==> src/rtl/opendap_swd_host.sv <==
// opendap_swd_host: SWD initiator. Turns one DP/AP access command into a full SWD
// packet (request, turnaround, ACK, data, parity, trailing idle) on swclk/swdio.
// Optional build macro OPENDAP_SWD_HOST_LINE_RESET_EN adds the line-reset command
// (56 ones then 2 driven zeros) selected by cmd_linereset.
module opendap_swd_host #(
   parameter int unsigned CLK_DIV    = 2,
   parameter int unsigned TRAIL_IDLE = 8
) (
   input  logic        clk,
   input  logic        rst_n,
   input  logic        cmd_valid,
   output logic        cmd_ready,
   input  logic        cmd_apndp,
   input  logic        cmd_rnw,
   input  logic [1:0]  cmd_addr,
   input  logic [31:0] cmd_wdata,
   input  logic        cmd_linereset,
   output logic        rsp_valid,
   output logic [2:0]  rsp_ack,
   output logic [31:0] rsp_rdata,
   output logic        rsp_perr,
   output logic        swclk_out,
   output logic        swdo,
   output logic        swdo_en,
   input  logic        swdi
);

   localparam int unsigned DivW   = (CLK_DIV > 1) ? $clog2(CLK_DIV) : 1;
   localparam int unsigned TrailW = (TRAIL_IDLE > 0) ? $clog2(TRAIL_IDLE + 1) : 1;
   localparam logic [DivW-1:0]   DivLast   = DivW'(CLK_DIV - 1);
   localparam logic [TrailW-1:0] TrailLast = TrailW'((TRAIL_IDLE > 0) ? TRAIL_IDLE - 1 : 0);
   localparam logic [2:0]        AckOk     = 3'b001;

   typedef enum logic [3:0] {
      StIdle,
      StReq,
      StTrn1,
      StAck,
      StRdata,
      StRpar,
      StTrn2,
      StWdata,
      StWpar,
      StTrail
`ifdef OPENDAP_SWD_HOST_LINE_RESET_EN
      , StLrst
`endif
   } state_e;

   state_e              state_q, state_d;
   logic [5:0]          bit_q, bit_d;
   logic [TrailW-1:0]   trail_q, trail_d;
   logic [DivW-1:0]     div_q, div_d;
   logic                swclk_q, swclk_d;
   logic                swdo_q, swdo_d;
   logic                swdo_en_q, swdo_en_d;
   logic [7:0]          req_q, req_d;
   logic                rnw_q, rnw_d;
   logic [31:0]         wdata_q, wdata_d;
   logic [2:0]          ack_q, ack_d;
   logic [31:0]         rdata_q, rdata_d;
   logic                rpar_q, rpar_d;
   logic                rsp_valid_q, rsp_valid_d;
   logic [2:0]          rsp_ack_q, rsp_ack_d;
   logic [31:0]         rsp_rdata_q, rsp_rdata_d;
   logic                rsp_perr_q, rsp_perr_d;

   logic                low_end, high_end, done, ack_ok, rd_ok, is_lrst;
   logic [5:0]          last_idx;
   state_e              nxt, after_data;

`ifndef OPENDAP_SWD_HOST_LINE_RESET_EN
   logic unused_linereset;
   assign unused_linereset = cmd_linereset;
`endif

   // State register with synchronous active-low reset
   always_ff @(posedge clk) begin
      if (!rst_n) begin
         state_q     <= StIdle;
         bit_q       <= '0;
         trail_q     <= '0;
         div_q       <= '0;
         swclk_q     <= 1'b0;
         swdo_q      <= 1'b0;
         swdo_en_q   <= 1'b0;
         req_q       <= '0;
         rnw_q       <= 1'b0;
         wdata_q     <= '0;
         ack_q       <= '0;
         rdata_q     <= '0;
         rpar_q      <= 1'b0;
         rsp_valid_q <= 1'b0;
         rsp_ack_q   <= '0;
         rsp_rdata_q <= '0;
         rsp_perr_q  <= 1'b0;
      end else begin
         state_q     <= state_d;
         bit_q       <= bit_d;
         trail_q     <= trail_d;
         div_q       <= div_d;
         swclk_q     <= swclk_d;
         swdo_q      <= swdo_d;
         swdo_en_q   <= swdo_en_d;
         req_q       <= req_d;
         rnw_q       <= rnw_d;
         wdata_q     <= wdata_d;
         ack_q       <= ack_d;
         rdata_q     <= rdata_d;
         rpar_q      <= rpar_d;
         rsp_valid_q <= rsp_valid_d;
         rsp_ack_q   <= rsp_ack_d;
         rsp_rdata_q <= rsp_rdata_d;
         rsp_perr_q  <= rsp_perr_d;
      end
   end

   // Next-state: clock divider, bit sequencing, swdi sampling and response capture
   always_comb begin
      state_d     = state_q;
      bit_d       = bit_q;
      trail_d     = trail_q;
      div_d       = div_q;
      swclk_d     = swclk_q;
      swdo_d      = swdo_q;
      swdo_en_d   = swdo_en_q;
      req_d       = req_q;
      rnw_d       = rnw_q;
      wdata_d     = wdata_q;
      ack_d       = ack_q;
      rdata_d     = rdata_q;
      rpar_d      = rpar_q;
      rsp_valid_d = 1'b0;
      rsp_ack_d   = rsp_ack_q;
      rsp_rdata_d = rsp_rdata_q;
      rsp_perr_d  = rsp_perr_q;
      low_end     = (state_q != StIdle) && !swclk_q && (div_q == DivLast);
      high_end    = (state_q != StIdle) && swclk_q && (div_q == DivLast);
      ack_ok      = (ack_q == AckOk);
      rd_ok       = ack_ok && rnw_q;
      after_data  = (TRAIL_IDLE > 0) ? StTrail : StIdle;
      done        = 1'b0;
      last_idx    = '0;
      nxt         = StIdle;
`ifdef OPENDAP_SWD_HOST_LINE_RESET_EN
      is_lrst     = (state_q == StLrst);
`else
      is_lrst     = 1'b0;
`endif

      if (state_q == StIdle) begin
         if (cmd_valid) begin
            // Start bit goes out on the transfer clk; the rest of the request is latched
            state_d   = StReq;
            bit_d     = '0;
            div_d     = '0;
            swclk_d   = 1'b0;
            swdo_d    = 1'b1;
            swdo_en_d = 1'b1;
            req_d     = {1'b1, 1'b0, ^{cmd_apndp, cmd_rnw, cmd_addr}, cmd_addr[1],
                         cmd_addr[0], cmd_rnw, cmd_apndp, 1'b1};
            rnw_d     = cmd_rnw;
            wdata_d   = cmd_wdata;
`ifdef OPENDAP_SWD_HOST_LINE_RESET_EN
            if (cmd_linereset) state_d = StLrst;
`endif
         end
      end else begin
         div_d = (div_q == DivLast) ? '0 : div_q + DivW'(1);
         if (low_end) begin
            swclk_d = 1'b1;
            unique case (state_q)
               StAck:   ack_d[bit_q[1:0]] = swdi;
               StRdata: rdata_d[bit_q[4:0]] = swdi;
               StRpar:  rpar_d = swdi;
               default: ;
            endcase
         end
         if (high_end) begin
            swclk_d = 1'b0;
            unique case (state_q)
               StReq:   begin last_idx = 6'd7;  nxt = StTrn1; end
               StTrn1:  begin last_idx = 6'd0;  nxt = StAck; end
               StAck:   begin last_idx = 6'd2;  nxt = rd_ok ? StRdata : StTrn2; end
               StRdata: begin last_idx = 6'd31; nxt = StRpar; end
               StRpar:  begin last_idx = 6'd0;  nxt = StTrn2; end
               StTrn2:  begin last_idx = 6'd0;  nxt = (ack_ok && !rnw_q) ? StWdata : after_data; end
               StWdata: begin last_idx = 6'd31; nxt = StWpar; end
               StWpar:  begin last_idx = 6'd0;  nxt = after_data; end
`ifdef OPENDAP_SWD_HOST_LINE_RESET_EN
               StLrst:  begin last_idx = 6'd57; nxt = StIdle; end
`endif
               default: begin last_idx = 6'd0;  nxt = StIdle; end
            endcase
            if (state_q == StTrail) begin
               done    = (trail_q == TrailLast);
               trail_d = done ? '0 : trail_q + TrailW'(1);
            end else begin
               done  = (bit_q == last_idx);
               bit_d = done ? '0 : bit_q + 6'd1;
            end
            if (done) begin
               state_d = nxt;
               bit_d   = '0;
               trail_d = '0;
            end

            // Drive the next bit at the start of its low phase
            swdo_d    = 1'b0;
            swdo_en_d = 1'b0;
            unique case (state_d)
               StReq:   begin swdo_en_d = 1'b1; swdo_d = req_q[bit_d[2:0]]; end
               StWdata: begin swdo_en_d = 1'b1; swdo_d = wdata_q[bit_d[4:0]]; end
               StWpar:  begin swdo_en_d = 1'b1; swdo_d = ^wdata_q; end
               StTrail: swdo_en_d = 1'b1;
`ifdef OPENDAP_SWD_HOST_LINE_RESET_EN
               StLrst:  begin swdo_en_d = 1'b1; swdo_d = (bit_d < 6'd56); end
`endif
               default: ;
            endcase

            if (state_d == StIdle) begin
               rsp_valid_d = 1'b1;
               rsp_ack_d   = is_lrst ? 3'b000 : ack_q;
               rsp_rdata_d = (rd_ok && !is_lrst) ? rdata_q : 32'h0;
               rsp_perr_d  = rd_ok && !is_lrst && ((^rdata_q) != rpar_q);
            end
         end
      end
   end

   assign cmd_ready = (state_q == StIdle);
   assign rsp_valid = rsp_valid_q;
   assign rsp_ack   = rsp_ack_q;
   assign rsp_rdata = rsp_rdata_q;
   assign rsp_perr  = rsp_perr_q;
   assign swclk_out = swclk_q;
   assign swdo      = swdo_q;
   assign swdo_en   = swdo_en_q;

endmodule

==> config.mk <==
export PLATFORM = sky130hd
export DESIGN_NAME = opendap_swd_host
export DESIGN_NICKNAME = d
export VERILOG_FILES = /design/src/rtl/opendap_swd_host.sv
export SDC_FILE = /design/constraint.sdc
export NUM_CORES = 1
export LEC_CHECK = 0
export BUFFER_PORTS_ARGS = -buffer_cell sky130_fd_sc_hd__buf_4
export CAP_MARGIN = 20
export CORE_UTILIZATION = 55
export CTS_BUF_LIST = sky130_fd_sc_hd__clkbuf_16
export DETAILED_ROUTE_END_ITERATION = 8
export PLACE_DENSITY_LB_ADDON = 0.1
export SLEW_MARGIN = 5
export SYNTH_ARGS = -nofsm -noshare
export SYNTH_HDL_FRONTEND = slang
export SYNTH_SLANG_ARGS = --single-unit
==> constraint.sdc <==
create_clock -name clk -period 5.85 [get_ports clk]
set_clock_uncertainty 0.05 [all_clocks]
set_input_delay 1.4625 -clock clk [delete_from_list [all_inputs] [get_ports clk]]
set_output_delay 1.4625 -clock clk [all_outputs]
set_load 0.005 [all_outputs]
==> metrics.md <==
| Metric | Value |
|---|---|
| Synthesized instance count | `752` |
| Cell mode on critical path | `a22o_1` |
| Largest family of logic cells by synthesized area | `simple AND/OR/NAND/NOR gates` |
| Synth Cell Area | `0.00646 mm²` |
| Post-synthesis mux area share | `9.74%` |
| Ys flop type | `dfxtp_1` |
| Initial antenna violation count | `0` |
| Remaining Overflow, GRT | `0` |
| Root Driver | `clkbuf_16` |
| Initial Utilization | `56.6%` |
| FMAX | `272 MHz` |
| Synthesis-stage register bit count | `129` |
| Die Y | `110 µm` |
| Die Span X | `110 µm` |
| Post_cts resized | `0` |
| Slew Viols, Final | `0` |
| Post-CTS Setup Inserts | `0` |
| Total wire length | `14500 µm` |
| Vias in the first global route | `5081` |
| Max cap viols | `0` |
| Core area | `0.0114 mm²` |
| Total CTS buffers | `17` |
| WS Path Type | `register to register` |
| Antenna Nets Post-Route | `0` |
| Slowest stage delay, CP | `0.82 ns` |
| Worst setup EP type | `register` |
| Hold WC Path Type | `register to register` |
| Syn avg cell area | `8.59 µm²` |
| Synth Net Count | `798` |
| Tcrit/Tclk final | `62.9%` |
| Wire per inst | `15.1 µm` |
| Clock Latency Late Sink | `0.41 ns` |
| Area delta synth->final | `18.7%` |
| First-pass GRT wire length | `23900 µm` |
| Io pins | `82` |
| Row count | `39` |
| H-tree levels | `4` |
| WP data arrival | `3.93 ns` |
| Setup total negative slack | `0 ns` |
| Placer Congestion | `0.878` |
| Largest net degree at the start of global routing | `95` |
| Hpwl dp | `9700 µm` |
| GR Util All Layers | `25.2%` |
| Area share of fa/ha/maj cells after synthesis | `0.968%` |
| Asr flop ratio synth | `0%` |
| CP max FO | `29` |
| CP Data Required Time | `6.10 ns` |
| Leak | `3.19 nW` |
| XOR/XNOR Fraction of Synth Area | `9.22%` |
| Cell Area, Placed | `0.00702 mm²` |
| Distinct cells, synth | `62` |
| Die ar. | `0.0122 mm²` |
| Total clock sinks | `129` |
| Worst R2R Start | `state_q[0]$_SDFFE_PN0P_` |
| Type of origin of the critical path | `register` |
| Layout cells sized above 1 | `16.9%` |
| Worst setup margin | `2.17 ns` |
| Hold path startpoint | `rsp_perr$_SDFFE_PN0P_` |
| Setup violators final | `0` |
| Initial DRC count | `313` |
| Seq/Total Area, Yosys | `40.0%` |
| Hold Vio Cnt, Final | `0` |
| Number of nets in the layout | `851` |
| Ordered cell list for the critical path | `nand4bb_1 > a21oi_1 > o31a_1 > nand2_2 > o21ai_0 > a22o_1 > nand4_4 > and2_1 > buf_8 > a22o_1` |
| Pre-CTS setup slack | `1.91 ns` |
| Max-slew headroom | `26.0%` |
| Actual slew at the worst max-slew pin | `1.10 ns` |
| Multi-input logic area | `0.00361 mm²` |
| DRC viols | `0` |
| Clock Pin Slew Worst Setup and Hold Paths | `0.06 ns` |
| Tot Pwr | `2.22 mW` |
| Peak VDD IR | `0.000176 V` |
| Fill count | `959` |
| Period minus WS final | `3.68 ns` |
| Status | `complete, no violations` |
| Final instance area | `0.00767 mm²` |
| DRT Pass-1 Iters | `5` |
| Synth Area in Compound Gates | `16.6%` |
| Hold buffers post-CTS | `0` |
| Syn. warnings | `0` |
| TritonCTS clock tree | `built` |
| Via Count | `5367` |
| Worst Setup SP | `state_q[0]$_SDFFE_PN0P_` |
| Vias per cell | `5.58` |
| Pwr dens | `289 mW/mm²` |
| Register area | `0.00258 mm²` |
| Simple-gate share of the synthesized area | `19.0%` |
| # diodes | `0` |
| RSZ-0062 raised after global routing | `false` |
| Fin Hold WS | `0.413 ns` |
| Longest Clk Path Bufs | `2` |
| PortBufs | `80` |
| Post-synth EDFFs | `0` |
| CP max stage cell | `dfxtp_1` |
kinds of logic after synthesis:
| logic type | count (synthesis) |
|---|---|
| muxes | 62 |
| AOI/OAI and AO/OA | 149 |
| xor gates and xnor gates | 68 |
| buffers and inverters | 60 |
| DFF | 129 |
| adders and majority gates | 5 |
| and+or+nand+nor | 279 |
per-layer routing:
layer  track usage, %  vias up  wire (µm)
met3             5.11       26        533
li1                 -     2693          -
met1             30.6     2503       6480
met5                0        -          0
met2             43.7      145       7170
met4             9.68        0        346
layout make-up:
type                    count  area share (%)
clock buffers              17            5.55
clock inverters            15            2.38
inverters                   8           0.392
multi-input cells         563            47.0
flip-flops and latches    129            33.7
well taps                 143            2.33
repair buffers             86            8.66
worst max-delay path: cells and delay by family (launching register included):
kind	cells	cell delay [ns]
buffers and inverters	1	0.19
flip-flops	1	0.82
AND/OR/NAND/NOR	4	1.11
AO/OA/AOI/OAI	5	1.38
synthesized netlist by cell type, types with 8 or more instances:
library cell | n | area (µm²)
nand2_1 | 139 | 522
dfxtp_1 | 129 | 2580
nor2_1 | 76 | 285
xnor2_1 | 60 | 526
mux2i_1 | 58 | 581
a21oi_1 | 57 | 285
clkbuf_1 | 34 | 128
a22o_1 | 33 | 289
nand3_1 | 18 | 90.1
buf_2 | 10 | 50.1
inv_1 | 8 | 30.0
xor2_1 | 8 | 70.1
registers in the layout, summed over array words and instances (netlist names), 4 cells and up:
register and cells:
bit_q 6, rsp_rdata 32, rdata_q 32, req_q 6, state_q 4, wdata_q 32
trail_q 4
power breakdown:
group	switching (mW)	leakage (nW)	internal, mW	total, mW
Sequential	0.0227	1.05	0.899	0.922
Clock	0.410	0.288	0.674	1.08
Combinational	0.113	1.85	0.0990	0.212
Total	0.546	3.19	1.67	2.22
placed cells by master (no fill, tap or decap), types with 5 or more instances in the layout:
master / count
dfxtp_1: 129
nor3_1: 6
inv_1: 7
a22o_1: 33
a22oi_1: 7
and2_1: 7
buf_4: 83
nor2b_1: 7
a211oi_1: 5
nor2_1: 76
and3_1: 5
mux2i_1: 58
a21oi_1: 56
xor2_1: 8
nand2_1: 139
ha_1: 5
nand3_1: 18
xnor2_1: 60
o21ai_0: 5
clkbuf_16: 17
worst paths after layout:
kind	end	slack (ns)	depth (start not counted)
setup / recovery	rsp_rdata[5]$_SDFFE_PN0P_	2.17	10
hold reg to reg	rsp_perr$_SDFFE_PN0P_	0.41	2
setup reg to reg	rsp_rdata[5]$_SDFFE_PN0P_	2.17	10
hold / removal	rsp_perr$_SDFFE_PN0P_	0.41	2
metrics by stage:
step | utilization, % | cells
finish | 67.2 | 961
global route | 67.2 | 961
CTS | 66.8 | 958
detailed placement | 61.5 | 926
global placement | 61.5 | 926
floorplan | - | 752
Note: power is estimated with default switching activity, not from simulation.
